`src/rtl/alu_issue_ctrl_if.sv`:
```
`timescale 1ns/1ps
// ---------------------------------------------------------------------------
// alu_issue_ctrl_if
// Purpose : bundles the two valid/ready channels of the ALU issue controller.
//           The instruction channel carries {opcode, rd, ra, rb} into the
//           controller. The result channel returns {rd, data} to the host.
// Signals :
//   instr_valid / instr_ready / instr      instruction channel (host -> ctrl)
//   res_valid / res_ready / res_rd / res_data  result channel (ctrl -> host)
// Modports:
//   slave  : the issue controller (accepts instructions, offers results)
//   master : the host side (offers instructions, consumes results)
// ---------------------------------------------------------------------------
interface alu_issue_ctrl_if #(
    parameter int DATA_W = 8,
    parameter int REG_AW = 3
);
    logic                     instr_valid;
    logic                     instr_ready;
    logic [3+3*REG_AW-1:0]    instr;
    logic                     res_valid;
    logic                     res_ready;
    logic [REG_AW-1:0]        res_rd;
    logic [DATA_W-1:0]        res_data;

    modport slave (
        input  instr_valid,
        output instr_ready,
        input  instr,
        output res_valid,
        input  res_ready,
        output res_rd,
        output res_data
    );

    modport master (
        output instr_valid,
        input  instr_ready,
        output instr,
        input  res_valid,
        output res_ready,
        input  res_rd,
        input  res_data
    );
endinterface

```
`src/rtl/alu_issue_ctrl.sv`:
```
`timescale 1ns/1ps
// ---------------------------------------------------------------------------
// alu_issue_ctrl
// Purpose : initiator side of a combinational ALU. Accepts register-form
//           instructions, reads operands from an internal register file,
//           drives the ALU, writes the result back, keeps zero/carry flags and
//           returns every result over a valid/ready channel.
// Ports   :
//   clk, rst_n                 clock (rising edge), async active-low reset
//   bus (slave modport)        instruction and result handshake channels
//   alu_a, alu_b, alu_opcode   operands/opcode to the external ALU
//   alu_out, alu_zero, alu_carry  combinational ALU response
//   ld_en, ld_addr, ld_data    host register load (any state, any edge)
//   dbg_addr, dbg_data         combinational debug read of the register file
//   flag_zero, flag_carry      flags of the last executed operation
// Flow    : IDLE (accept) -> EXEC (ALU evaluates, writeback) -> WB (offer result)
// ---------------------------------------------------------------------------
module alu_issue_ctrl #(
    parameter int DATA_W = 8,
    parameter int REG_AW = 3
) (
    input  logic                 clk,
    input  logic                 rst_n,
    alu_issue_ctrl_if.slave      bus,
    output logic [DATA_W-1:0]    alu_a,
    output logic [DATA_W-1:0]    alu_b,
    output logic [2:0]           alu_opcode,
    input  logic [DATA_W-1:0]    alu_out,
    input  logic                 alu_zero,
    input  logic                 alu_carry,
    input  logic                 ld_en,
    input  logic [REG_AW-1:0]    ld_addr,
    input  logic [DATA_W-1:0]    ld_data,
    input  logic [REG_AW-1:0]    dbg_addr,
    output logic [DATA_W-1:0]    dbg_data,
    output logic                 flag_zero,
    output logic                 flag_carry
);

    localparam int NREGS   = 2**REG_AW;
    localparam int INSTR_W = 3 + 3*REG_AW;

    typedef enum logic [1:0] {
        ST_IDLE = 2'd0,
        ST_EXEC = 2'd1,
        ST_WB   = 2'd2
    } state_t;

    state_t               state_q, state_d;
    logic [INSTR_W-1:0]   instr_q, instr_d;
    logic [REG_AW-1:0]    res_rd_q, res_rd_d;
    logic [DATA_W-1:0]    res_data_q, res_data_d;
    logic                 flag_zero_q, flag_zero_d;
    logic                 flag_carry_q, flag_carry_d;
    logic [DATA_W-1:0]    alu_a_q, alu_a_d;
    logic [DATA_W-1:0]    alu_b_q, alu_b_d;
    logic [2:0]           alu_opcode_q, alu_opcode_d;

    // Fields of the latched instruction
    logic [2:0]           dec_op;
    logic [REG_AW-1:0]    dec_rd;
    logic [REG_AW-1:0]    dec_ra;
    logic [REG_AW-1:0]    dec_rb;

    assign dec_op = instr_q[INSTR_W-1 -: 3];
    assign dec_rd = instr_q[3*REG_AW-1 -: REG_AW];
    assign dec_ra = instr_q[2*REG_AW-1 -: REG_AW];
    assign dec_rb = instr_q[REG_AW-1:0];

    logic in_exec;
    logic wb_en;

    assign in_exec = (state_q == ST_EXEC);
    // Writes to r0 are dropped simply by never enabling them
    assign wb_en   = in_exec && (dec_rd != '0);

    // ------------------------------------------------------------------
    // Register file: one flop word per entry, r0 tied to zero.
    // Writeback is applied after the host load so it wins on a collision.
    // ------------------------------------------------------------------
    logic [DATA_W-1:0] rf_rd [NREGS];

    generate
        for (genvar gi = 0; gi < NREGS; gi++) begin : g_rf
            if (gi == 0) begin : g_zero
                assign rf_rd[gi] = '0;
            end else begin : g_reg
                localparam logic [REG_AW-1:0] IDX = REG_AW'(gi);
                logic [DATA_W-1:0] word_q, word_d;

                always_comb begin
                    word_d = word_q;
                    if (ld_en && (ld_addr == IDX)) begin
                        word_d = ld_data;
                    end
                    if (wb_en && (dec_rd == IDX)) begin
                        word_d = alu_out;
                    end
                end

                always_ff @(posedge clk or negedge rst_n) begin
                    if (!rst_n) begin
                        word_q <= '0;
                    end else begin
                        word_q <= word_d;
                    end
                end

                assign rf_rd[gi] = word_q;
            end
        end
    endgenerate

    assign dbg_data = rf_rd[dbg_addr];

    // ------------------------------------------------------------------
    // ALU drive: live register-file operands during EXEC, otherwise the
    // values last presented are held so the ALU inputs do not toggle.
    // ------------------------------------------------------------------
    always_comb begin
        alu_a_d      = alu_a_q;
        alu_b_d      = alu_b_q;
        alu_opcode_d = alu_opcode_q;
        if (in_exec) begin
            alu_a_d      = rf_rd[dec_ra];
            alu_b_d      = rf_rd[dec_rb];
            alu_opcode_d = dec_op;
        end
    end

    assign alu_a      = alu_a_d;
    assign alu_b      = alu_b_d;
    assign alu_opcode = alu_opcode_d;

    // ------------------------------------------------------------------
    // Control FSM: next state, captures and handshake outputs
    // ------------------------------------------------------------------
    always_comb begin
        state_d         = state_q;
        instr_d         = instr_q;
        res_rd_d        = res_rd_q;
        res_data_d      = res_data_q;
        flag_zero_d     = flag_zero_q;
        flag_carry_d    = flag_carry_q;
        // Ready is masked by rst_n so nothing looks accepted while held in reset
        bus.instr_ready = 1'b0;
        bus.res_valid   = 1'b0;

        unique case (state_q)
            ST_IDLE: begin
                bus.instr_ready = rst_n;
                if (bus.instr_valid) begin
                    instr_d = bus.instr;
                    state_d = ST_EXEC;
                end
            end
            ST_EXEC: begin
                res_data_d   = alu_out;
                res_rd_d     = dec_rd;
                flag_zero_d  = alu_zero;
                flag_carry_d = alu_carry;
                state_d      = ST_WB;
            end
            ST_WB: begin
                bus.res_valid = 1'b1;
                if (bus.res_ready) begin
                    state_d = ST_IDLE;
                end
            end
            default: begin
                state_d = ST_IDLE;
            end
        endcase
    end

    always_ff @(posedge clk or negedge rst_n) begin
        if (!rst_n) begin
            state_q      <= ST_IDLE;
            instr_q      <= '0;
            res_rd_q     <= '0;
            res_data_q   <= '0;
            flag_zero_q  <= 1'b0;
            flag_carry_q <= 1'b0;
            alu_a_q      <= '0;
            alu_b_q      <= '0;
            alu_opcode_q <= '0;
        end else begin
            state_q      <= state_d;
            instr_q      <= instr_d;
            res_rd_q     <= res_rd_d;
            res_data_q   <= res_data_d;
            flag_zero_q  <= flag_zero_d;
            flag_carry_q <= flag_carry_d;
            alu_a_q      <= alu_a_d;
            alu_b_q      <= alu_b_d;
            alu_opcode_q <= alu_opcode_d;
        end
    end

    assign bus.res_rd   = res_rd_q;
    assign bus.res_data = res_data_q;
    assign flag_zero    = flag_zero_q;
    assign flag_carry   = flag_carry_q;

endmodule

```
`src/flat_wrapper.sv`:
```
// flat-port wrapper written by rule: the top's interface ports become plain ports
module alu_issue_ctrl_flat 
#(
    parameter int DATA_W = 8,
    parameter int REG_AW = 3
)
  (clk, rst_n, alu_a, alu_b, alu_opcode, alu_out, alu_zero, alu_carry, ld_en, ld_addr, ld_data, dbg_addr, dbg_data, flag_zero, flag_carry, bus_instr_valid, bus_instr_ready, bus_instr, bus_res_valid, bus_res_ready, bus_res_rd, bus_res_data);
  alu_issue_ctrl_if #(.DATA_W(DATA_W), .REG_AW(REG_AW)) bus_i ();
  input  logic clk;
  input  logic rst_n;
  output logic [DATA_W-1:0] alu_a;
  output logic [DATA_W-1:0] alu_b;
  output logic [2:0] alu_opcode;
  input  logic [DATA_W-1:0] alu_out;
  input  logic alu_zero;
  input  logic alu_carry;
  input  logic ld_en;
  input  logic [REG_AW-1:0] ld_addr;
  input  logic [DATA_W-1:0] ld_data;
  input  logic [REG_AW-1:0] dbg_addr;
  output logic [DATA_W-1:0] dbg_data;
  output logic flag_zero;
  output logic flag_carry;
  input wire logic [$bits(bus_i.instr_valid)-1:0] bus_instr_valid;
  output wire logic [$bits(bus_i.instr_ready)-1:0] bus_instr_ready;
  input wire logic [$bits(bus_i.instr)-1:0] bus_instr;
  output wire logic [$bits(bus_i.res_valid)-1:0] bus_res_valid;
  input wire logic [$bits(bus_i.res_ready)-1:0] bus_res_ready;
  output wire logic [$bits(bus_i.res_rd)-1:0] bus_res_rd;
  output wire logic [$bits(bus_i.res_data)-1:0] bus_res_data;
  assign bus_i.instr_valid = bus_instr_valid;
  assign bus_instr_ready = bus_i.instr_ready;
  assign bus_i.instr = bus_instr;
  assign bus_res_valid = bus_i.res_valid;
  assign bus_i.res_ready = bus_res_ready;
  assign bus_res_rd = bus_i.res_rd;
  assign bus_res_data = bus_i.res_data;
  alu_issue_ctrl #(.DATA_W(DATA_W), .REG_AW(REG_AW)) u_core (.clk(clk), .rst_n(rst_n), .bus(bus_i), .alu_a(alu_a), .alu_b(alu_b), .alu_opcode(alu_opcode), .alu_out(alu_out), .alu_zero(alu_zero), .alu_carry(alu_carry), .ld_en(ld_en), .ld_addr(ld_addr), .ld_data(ld_data), .dbg_addr(dbg_addr), .dbg_data(dbg_data), .flag_zero(flag_zero), .flag_carry(flag_carry));
endmodule
```
`config.mk`:
```
export PLATFORM = sky130hd
export DESIGN_NAME = alu_issue_ctrl_flat
export DESIGN_NICKNAME = d
export VERILOG_FILES = /design/src/rtl/alu_issue_ctrl_if.sv /design/src/rtl/alu_issue_ctrl.sv /design/src/flat_wrapper.sv
export SDC_FILE = /design/constraint.sdc
export NUM_CORES = 1
export LEC_CHECK = 0
export ABC_AREA = 1
export CAP_MARGIN = 20
export CELL_PAD_IN_SITES_DETAIL_PLACEMENT = 1
export CELL_PAD_IN_SITES_GLOBAL_PLACEMENT = 1
export CORE_AREA = 2 2 175 91
export CTS_CLUSTER_DIAMETER = 150
export DETAILED_ROUTE_END_ITERATION = 8
export DIE_AREA = 0 0 177 93
export PLACE_DENSITY_LB_ADDON = 0.1
export SYNTH_ARGS = -nofsm -noshare
export SYNTH_HDL_FRONTEND = slang
export SYNTH_SLANG_ARGS = --single-unit
```
`constraint.sdc`:
```
create_clock -name clk -period 2.12 [get_ports clk]
set_clock_uncertainty 0.05 [all_clocks]
set_input_delay 0.212 -clock clk [delete_from_list [all_inputs] [get_ports clk]]
set_output_delay 0.212 -clock clk [all_outputs]
set_load 0.02 [all_outputs]
```
After elaboration in Yosys (flattened, before gate mapping) --
Index checks and enable logic that the tools add are counted. W data, S select, Z words.
Cells by class: order comparisons 3, mux-type cells 31, bitwise logic cells 3, eq/ne operators 18, reductions and logical operators 26
Operators with widths (count):
- $mux W8 | 22
- $bmux W8 S3 | 3
- $eq A3 B3 Y1 const B | 8
- $logic_and A1 B1 Y1 | 15
- $reduce_bool A2 Y1 | 7
- $eq A3 B2 Y1 const B | 4
- $ge A4 B4 Y1 const B | 3
- $not A3 Y4 | 3
- $eq A3 B1 Y1 const B | 2
- $pmux W2 S3 | 1
- $mux W2 | 2
- $ne A2 B2 Y1 const B | 2
- $reduce_and A2 Y1 | 2
- $mux W3 | 1
- $reduce_bool A3 Y1 | 1
- $eq A2 B1 Y1 const B | 1
- $eq A2 B2 Y1 const B | 1
- $logic_not A2 Y1 | 1
- $mux W1 | 2
Storage, ports and cells: register bits 102, output and inout bits 42

Depth between registers and ports, before layout --
Gate-level depths: netlist of the first run.
depth after elaboration 5, gate-level depth with buffers 9

Least setup slack after synthesis of the first run --
OpenSTA, ideal clock, no wires.
kind reg-to-output, start point register u_core.state_q[1], end point output alu_a[0], buffers on the path 1, stages on the path, launching flop included 7, slack 0.629 ns, data arrival time 1.229 ns, cells stage by stage dfrtp_1 -> inv_1 -> nand2_4 -> inv_1 -> clkbuf_1 -> nand3_1 -> nand2_1
On the way: cells in the longest elaborated chain, start to end 2
RTL lines:
- start: declaration | RTL line alu_issue_ctrl.sv:49 | state_t state_q, state_d;
- start signal: assignment | RTL line alu_issue_ctrl.sv:188 | state_q <= state_d;
- $eq A2 B1 Y1 | RTL line alu_issue_ctrl.sv:73 | assign in_exec = (state_q == ST_EXEC);
- $mux W8 | RTL line alu_issue_ctrl.sv:124 | if (in_exec) begin
- end: declaration | RTL line flat_wrapper.sv:11 | output logic [DATA_W-1:0] alu_a;
Every way passes these cells.

Final worst setup path of the first run --
start point register u_core.g_rf[5].g_reg.word_q[2], end point output dbg_data[2]
On the way: cells in the longest elaborated chain, start to end 3
RTL lines:
- start: declaration | RTL line alu_issue_ctrl.sv:89 | logic [DATA_W-1:0] word_q, word_d;
- start signal: assignment | RTL line alu_issue_ctrl.sv:105 | word_q <= word_d;
- $bmux W8 S3 | RTL line alu_issue_ctrl.sv:114 | assign dbg_data = rf_rd[dbg_addr];
- $mux W8 (not written as such) (2 in series) | RTL line alu_issue_ctrl.sv:114
- end: declaration | RTL line flat_wrapper.sv:21 | output logic [DATA_W-1:0] dbg_data;
Every way passes these cells. The select of a mux whose other input is x is not followed.

==> impl_metrics.env, run 1 <==
export IMPL_outcome="finished clean"
export IMPL_grt_max_degree=63
export IMPL_wl_met2_um=10600
export IMPL_clkTransAtPathRegs_ns=0.08
export IMPL_min_delay_path_class="input port to flop"
export IMPL_timing_slew_headroom_pct=44.3
export IMPL_portBuffers=82
export IMPL_crit_chain="o21ai_0, o21ai_0, nand2_1, nand2_1, clkdlybuf4s15_2"
export IMPL_first_pass_iters=5
export IMPL_drv_cap=0
export IMPL_cp_start_kind="flop"
export IMPL_cp_num_cells=5
export IMPL_holdPathStages=3
export IMPL_wirelength_um=27200
export IMPL_grt_pass1_vias=7102
export IMPL_yosys_cell_types_count=19
export IMPL_dieArea_um2=16500
export IMPL_power_internal_uw=5850
export IMPL_rsz0062_at_grt="yes"
export IMPL_cts_tree="built"
export IMPL_hold_violations=0
export IMPL_grt_usage_pct=34.7
export IMPL_critPathMaxStageDelay_ns=0.53
export IMPL_pin_count=83
export IMPL_drv_slew=0
export IMPL_dr_total_vias=7106
export IMPL_finish_utilization_pct=51.4
export IMPL_worstMarginPinSlew_ns=0.836
export IMPL_met1_length_um=12800
export IMPL_ys_seq_area_share_pct=41.4
export IMPL_critPathSlowestCell="dfrtp_1"
export IMPL_final_cell_mix="342 x nand2_1, 232 x nand3_1, 99 x dfrtp_1"
export IMPL_die_w_um=177
export IMPL_vias_per_cell=5.72
export IMPL_power_switching_uw=5910
export IMPL_p_clk_share_pct=13.6
export IMPL_leakage_uw=0.00392
export IMPL_dpl_cell_count=1220
export IMPL_p_per_area_nw_per_um2=1520
export IMPL_drt_antenna_violating_nets=0
export IMPL_r2r_cells=8
export IMPL_avgSynthCellArea_um2=6.59
export IMPL_critical_path_class="flop to primary output"
export IMPL_power_frac_comb_pct=50.6
export IMPL_yosys_warnings=0
export IMPL_final_common_cell="nand2_1"
export IMPL_numCtsBuffers=9
export IMPL_worstSkewPairLatency_ns=0.37
export IMPL_antenna_found_initial=0
export IMPL_cp_required_ns=1.86
export IMPL_nets=1075
export IMPL_fill_cells=2016
export IMPL_cp_end_kind="primary output"
export IMPL_gp_congestion=0.942
export IMPL_initialDrtViolationCount=823
export IMPL_worst_ir_drop_vdd_mv=0.648
export IMPL_grt_ovfl_total=0
export IMPL_cts_path_max_buffers=2
export IMPL_p_sw_share_pct=50.3
export IMPL_core_area_um2=15000
export IMPL_p_seq_share_pct=35.8
export IMPL_post_route_min_period_ns=2.06
export IMPL_post_route_period_util_pct=97.0
export IMPL_instances_no_fill=1243
export IMPL_max_clock_freq_mhz=486
export IMPL_drive_gt1_share_pct=10.8
export IMPL_drc_errors=0
export IMPL_crit_family="flip-flops"
export IMPL_setup_viol=0
export IMPL_synthCells=936
export IMPL_num_rows=32
export IMPL_diodes=0
export IMPL_wl_met3_um=3460
export IMPL_die_height_um=93
export IMPL_root_buffer="clkbuf_16"
export IMPL_hpwl_um=20700
export IMPL_crit_buf_inv=1
export IMPL_grt_pass1_wl_um=42200
export IMPL_syn_to_final_growth_pct=25.1
export IMPL_synth_fp_nets=977
export IMPL_routedWlPerCell_um=21.9
export IMPL_synthesis_area_um2=6170
export IMPL_clock_sink_count=102
export IMPL_start_util_pct=41.1
export IMPL_cp_max_fo=4
export IMPL_tns_ns=0
export IMPL_highest_layer="met5"
export IMPL_cp_arrival_ns=1.79
export IMPL_htreeDepth=3
export IMPL_synth_seq_cells=102
==> metal layers <==
| metal | GRT usage (%) | vias to the layer above |
|---|---|---|
| met2 | 47.8 | 357 |
| met3 | 11.3 | 34 |
| met1 | 52.4 | 3501 |
| met5 | 2.88 | - |
| li1 | - | 3212 |
| met4 | 5.79 | 2 |
==> layout make-up <==
class | instances | area [µm²] | area share [%]
Clock buffer | 11 | 233 | 3.02
Sequential cell | 102 | 2560 | 33.1
Multi-Input combinational cell | 723 | 3160 | 40.9
Timing Repair Buffer | 133 | 1230 | 16.0
Tap cell | 204 | 255 | 3.31
Inverter | 65 | 250 | 3.24
Clock inverter | 5 | 33.8 | 0.438
==> repair_timing <==
action	CTS	global route
endpoints found under the hold margin	40	0
gates cloned	0	1
endpoints found under the setup margin	27	21
gates resized for setup	62	38
buffers inserted	5	0
hold buffers	1	0
==> sequential cells by signal, indices dropped and copies added (netlist names) <==
name,count
u_core.g_rf.g_reg.word_q,56
u_core.instr_q,12
u_core.alu_a_q,8
u_core.alu_b_q,8
u_core.bus.res_data,8
u_core.alu_opcode_q,3
u_core.bus.res_rd,3
u_core.state_q,2
u_core.flag_carry,1
u_core.flag_zero,1
==> logic make-up after synthesis <==
logic type             Yosys count  synth area share [%]
buffers and inverters          111                  7.59
flip-flops                     102                  41.4
AO/OA/AOI/OAI                   58                  4.71
AND/OR/NAND/NOR                665                  46.3
==> synth_stat cells, drive strengths merged <==
library cell,n,area [µm²]
buf,28,156
clkinv,5,18.8
o21ai,58,290
nand3,233,1170
inv,60,225
nand2,355,1370
nor2,76,312
nor3b,1,7.51
dfrtp,102,2550
clkbuf,18,67.6
==> through the flow <==
step	setup slack, ns	total power [µW]	area, µm²	hold slack [ns]
detailed placement	-0.494	10100	7450	0.331
floorplan	0.629	7030	6170	-0.134
CTS	0.00452	11500	7750	0.338
global route	-0.00439	12500	7720	0.344
finish	0.0632	11800	7720	0.338
global placement	-0.448	9920	7450	0.329
==> path summary, 6_finish.rpt <==
check                                                            from                                         end  slack [ns]
setup reg to reg                        u_core.state_q[1]$_DFFE_PN0P_  u_core.g_rf[4].g_reg.word_q[0]$_DFFE_PN0P_        0.25
min in group asynchronous                                       rst_n               u_core.state_q[0]$_DFFE_PN0P_        0.48
max in group asynchronous                                       rst_n  u_core.g_rf[5].g_reg.word_q[3]$_DFFE_PN0P_        0.85
hold reg to reg                      u_core.alu_opcode_q[2]$_DFF_PN0_            u_core.alu_opcode_q[2]$_DFF_PN0_        0.43
setup / recovery           u_core.g_rf[5].g_reg.word_q[2]$_DFFE_PN0P_                                 dbg_data[2]        0.06
hold / removal                                           bus_instr[9]               u_core.instr_q[9]$_DFFE_PN0P_        0.34
==> tightest hold or removal path: cells and delay by family <==
kind	cells	cell delay, ns
AND/OR/NAND/NOR	2	0.10
buffers and inverters	1	0.40
==> power groups by stage <==
stage / Combinational, µW / Clock [µW] / Sequential, µW
4_1_cts: 5870 / 1610 / 4070
6_report: 5950 / 1600 / 4210
3_3_place_gp: 5820 / 0 / 4100
5_1_grt: 6570 / 1690 / 4230
2_1_floorplan: 3510 / 0 / 3520
3_5_place_dp: 5990 / 0 / 4090
Note: power is estimated with default switching activity, not from simulation.
==> inputs of run 2 (changes only) <==
--- a/config.mk
+++ b/config.mk
@@ -6,13 +6,13 @@
 export NUM_CORES = 1
 export LEC_CHECK = 0
 export ABC_AREA = 1
-export CAP_MARGIN = 20
+export CAP_MARGIN = 0
 export CELL_PAD_IN_SITES_DETAIL_PLACEMENT = 1
 export CELL_PAD_IN_SITES_GLOBAL_PLACEMENT = 1
-export CORE_AREA = 2 2 175 91
+export CORE_AREA = 2 2 181 94
 export CTS_CLUSTER_DIAMETER = 150
 export DETAILED_ROUTE_END_ITERATION = 8
-export DIE_AREA = 0 0 177 93
+export DIE_AREA = 0 0 183 96
 export PLACE_DENSITY_LB_ADDON = 0.1
 export SYNTH_ARGS = -nofsm -noshare
 export SYNTH_HDL_FRONTEND = slang
==> constraint.sdc (replaced) <==
create_clock -name clk -period 2.15 [get_ports clk]
set_clock_uncertainty 0.05 [all_clocks]
set_input_delay 0.215 -clock clk [delete_from_list [all_inputs] [get_ports clk]]
set_output_delay 0.215 -clock clk [all_outputs]
set_load 0.02 [all_outputs]
==> run 2 against run 1 <==
Net effect: final area is 0.31% higher; via count down 2.3%; core utilization decreased by 3.1 points; sequential power rose by 2%; die area grew 6.7%; setup slack improved by 0.0017 ns; highest routed layer is now met4; clock power increased by 6%; critical path type unchanged; combinational power decreased by 3%; non-clock buffer count is 3 lower; first-iteration DRC count increased by 4.9%; flip-flop and latch count stayed put; global-route usage shrank 2.2 points.
==> impl_metrics.env, run 2 (same netlist as run 1, synthesis figures left out) <==
export IMPL_critPathSlowestCell="dfrtp_2"
export IMPL_first_pass_iters=5
export IMPL_gp_congestion=0.910
export IMPL_min_delay_path_class="input port to flop"
export IMPL_final_common_cell="nand2_1"
export IMPL_drive_gt1_share_pct=10.9
export IMPL_vias_per_cell=5.58
export IMPL_drc_errors=0
export IMPL_antenna_found_initial=0
export IMPL_cts_path_max_buffers=2
export IMPL_grt_max_degree=60
export IMPL_power_frac_comb_pct=49.1
export IMPL_crit_buf_inv=3
export IMPL_min_to="u_core.flag_zero$_DFFE_PN0N_"
export IMPL_finish_utilization_pct=48.3
export IMPL_max_clock_freq_mhz=480
export IMPL_nets=1072
export IMPL_num_rows=33
export IMPL_timing_slew_headroom_pct=46.1
export IMPL_rsz0062_at_grt="yes"
export IMPL_critical_path_class="flop to primary output"
export IMPL_grt_pass1_vias=6747
export IMPL_core_area_um2=16000
export IMPL_power_internal_uw=5880
export IMPL_timing_rr_start="u_core.state_q[1]$_DFFE_PN0P_"
export IMPL_r2r_cells=9
export IMPL_hpwl_um=20700
export IMPL_drt_antenna_violating_nets=0
export IMPL_worst_ir_drop_vdd_mv=0.668
export IMPL_p_per_area_nw_per_um2=1520
export IMPL_routedWlPerCell_um=21.6
export IMPL_hold_ws_ns=0.343
export IMPL_portBuffers=82
export IMPL_power_switching_uw=5860
export IMPL_diodes=0
export IMPL_p_clk_share_pct=14.5
export IMPL_syn_to_final_growth_pct=25.5
export IMPL_clock_sink_count=102
export IMPL_pin_count=83
export IMPL_largestRegisters="u_core.g_rf.g_reg.word_q x56, u_core.instr_q x12"
export IMPL_dpl_cell_count=1225
export IMPL_worstSkewPairLatency_ns=0.36
export IMPL_grt_pass1_wl_um=41400
export IMPL_cp_arrival_ns=1.82
export IMPL_cp_end_kind="primary output"
export IMPL_cp_required_ns=1.88
export IMPL_post_route_min_period_ns=2.09
export IMPL_start_util_pct=38.5
export IMPL_worstMarginPinSlew_ns=0.808
export IMPL_initialDrtViolationCount=863
export IMPL_die_w_um=183
export IMPL_holdPathStages=3
export IMPL_crit_family="simple AND/OR/NAND/NOR gates"
export IMPL_r2r_end="u_core.g_rf[4].g_reg.word_q[0]$_DFFE_PN0P_"
export IMPL_crit_chain="inv_2, buf_12, nand2_1, nand3_1, nand2_1, nand3_1, nand2_1, clkbuf_2"
export IMPL_setup_viol=0
export IMPL_drv_slew=0
export IMPL_leakage_uw=0.00391
export IMPL_totalPowerFinal_uw=11700
export IMPL_cpMostUsedCell="nand2_1"
export IMPL_r2r_slack_ns=0.36
export IMPL_die_height_um=96
export IMPL_largest_register_ffs=56
export IMPL_drv_cap=0
export IMPL_dieArea_um2=17600
export IMPL_dr_total_vias=6941
export IMPL_wirelength_um=26900
export IMPL_final_cell_mix="341 x nand2_1, 229 x nand3_1, 98 x dfrtp_1"
export IMPL_grt_ovfl_total=0
export IMPL_instances_no_fill=1244
export IMPL_cts_tree="built"
export IMPL_cp_max_fo=9
export IMPL_numCtsBuffers=9
export IMPL_root_buffer="clkbuf_16"
export IMPL_critPathMaxStageDelay_ns=0.44
export IMPL_p_sw_share_pct=49.9
export IMPL_grt_usage_pct=32.5
export IMPL_clkTransAtPathRegs_ns=0.07
export IMPL_hold_violations=0
export IMPL_htreeDepth=3
export IMPL_cp_start_kind="flop"
export IMPL_hold_start="alu_zero"
export IMPL_p_seq_share_pct=36.4
export IMPL_post_route_period_util_pct=97.0
export IMPL_largest_register="u_core.g_rf.g_reg.word_q"
export IMPL_outcome="finished clean"
[run 2: worst max path at each step]
stage	start	endpoint	slack [ns]	depth (start not counted)
6_report	u_core.instr_q[0]$_DFFE_PN0P_	alu_b[4]	0.06	8
5_1_grt	u_core.instr_q[3]$_DFFE_PN0P_	alu_a[1]	-0.04	9
4_1_cts	dbg_addr[1]	dbg_data[3]	-0.003	9
3_5_place_dp	dbg_addr[0]	dbg_data[7]	-0.41	8
3_3_place_gp	dbg_addr[0]	dbg_data[7]	-0.38	8
2_1_floorplan	u_core.state_q[1]$_DFFE_PN0P_	alu_a[0]	0.66	6
[run 2: power by group through the flow]
stage / registers (µW) / logic (µW) / clock network [µW]
floorplan: 3470 / 3460 / 0
global placement: 4140 / 5690 / 0
detailed placement: 4120 / 5820 / 0
CTS: 4110 / 5730 / 1730
global route: 4280 / 6440 / 1810
finish: 4280 / 5770 / 1700
[run 2: timing repair]
action / CTS / global route
buffers inserted: 2 / 2
setup endpoints to repair: 27 / 22
hold buffers: 1 / 0
endpoints found under the hold margin: 43 / 0
gates resized for setup: 63 / 34
pin swaps: 0 / 0
[run 2: metrics by stage]
step | cell area [µm²] | setup WS, ns | TNS, ns
after global placement | 7420 | -0.384 | -2.57
after floorplan | 6170 | 0.656 | 0
final | 7740 | 0.0650 | 0
after CTS | 7770 | -0.00302 | -0.00302
after global routing | 7740 | -0.0353 | -0.0353
after detailed placement | 7420 | -0.412 | -2.74
[run 2: worst reg2reg max path: stages (launching register included)]
cell     delay (ns)
dfrtp_1        0.39
inv_1          0.12
nand2_4        0.08
buf_16         0.20
nor2_8         0.24
nand2_2        0.23
buf_4          0.23
nand2_1        0.06
nand3_1        0.08
nand2_1        0.07
[run 2: area by class of cell]
cell class,count,area [µm²]
clock buffers,10,239
clock inverters,4,55.1
fillers,2099,8280
inverters,65,250
multi-input cells,723,3170
flip-flops and latches,102,2560
well taps,210,263
repair buffers,130,1200
[run 2: per-layer routing]
metal / share of wire (%) / track usage (%) / vias to the layer above
li1: - / - / 3199
met1: 47 / 49.6 / 3419
met2: 37 / 42.3 / 297
met3: 15 / 13.1 / 26
met4: 0.97 / 5.47 / 0
met5: 0 / 0 / -
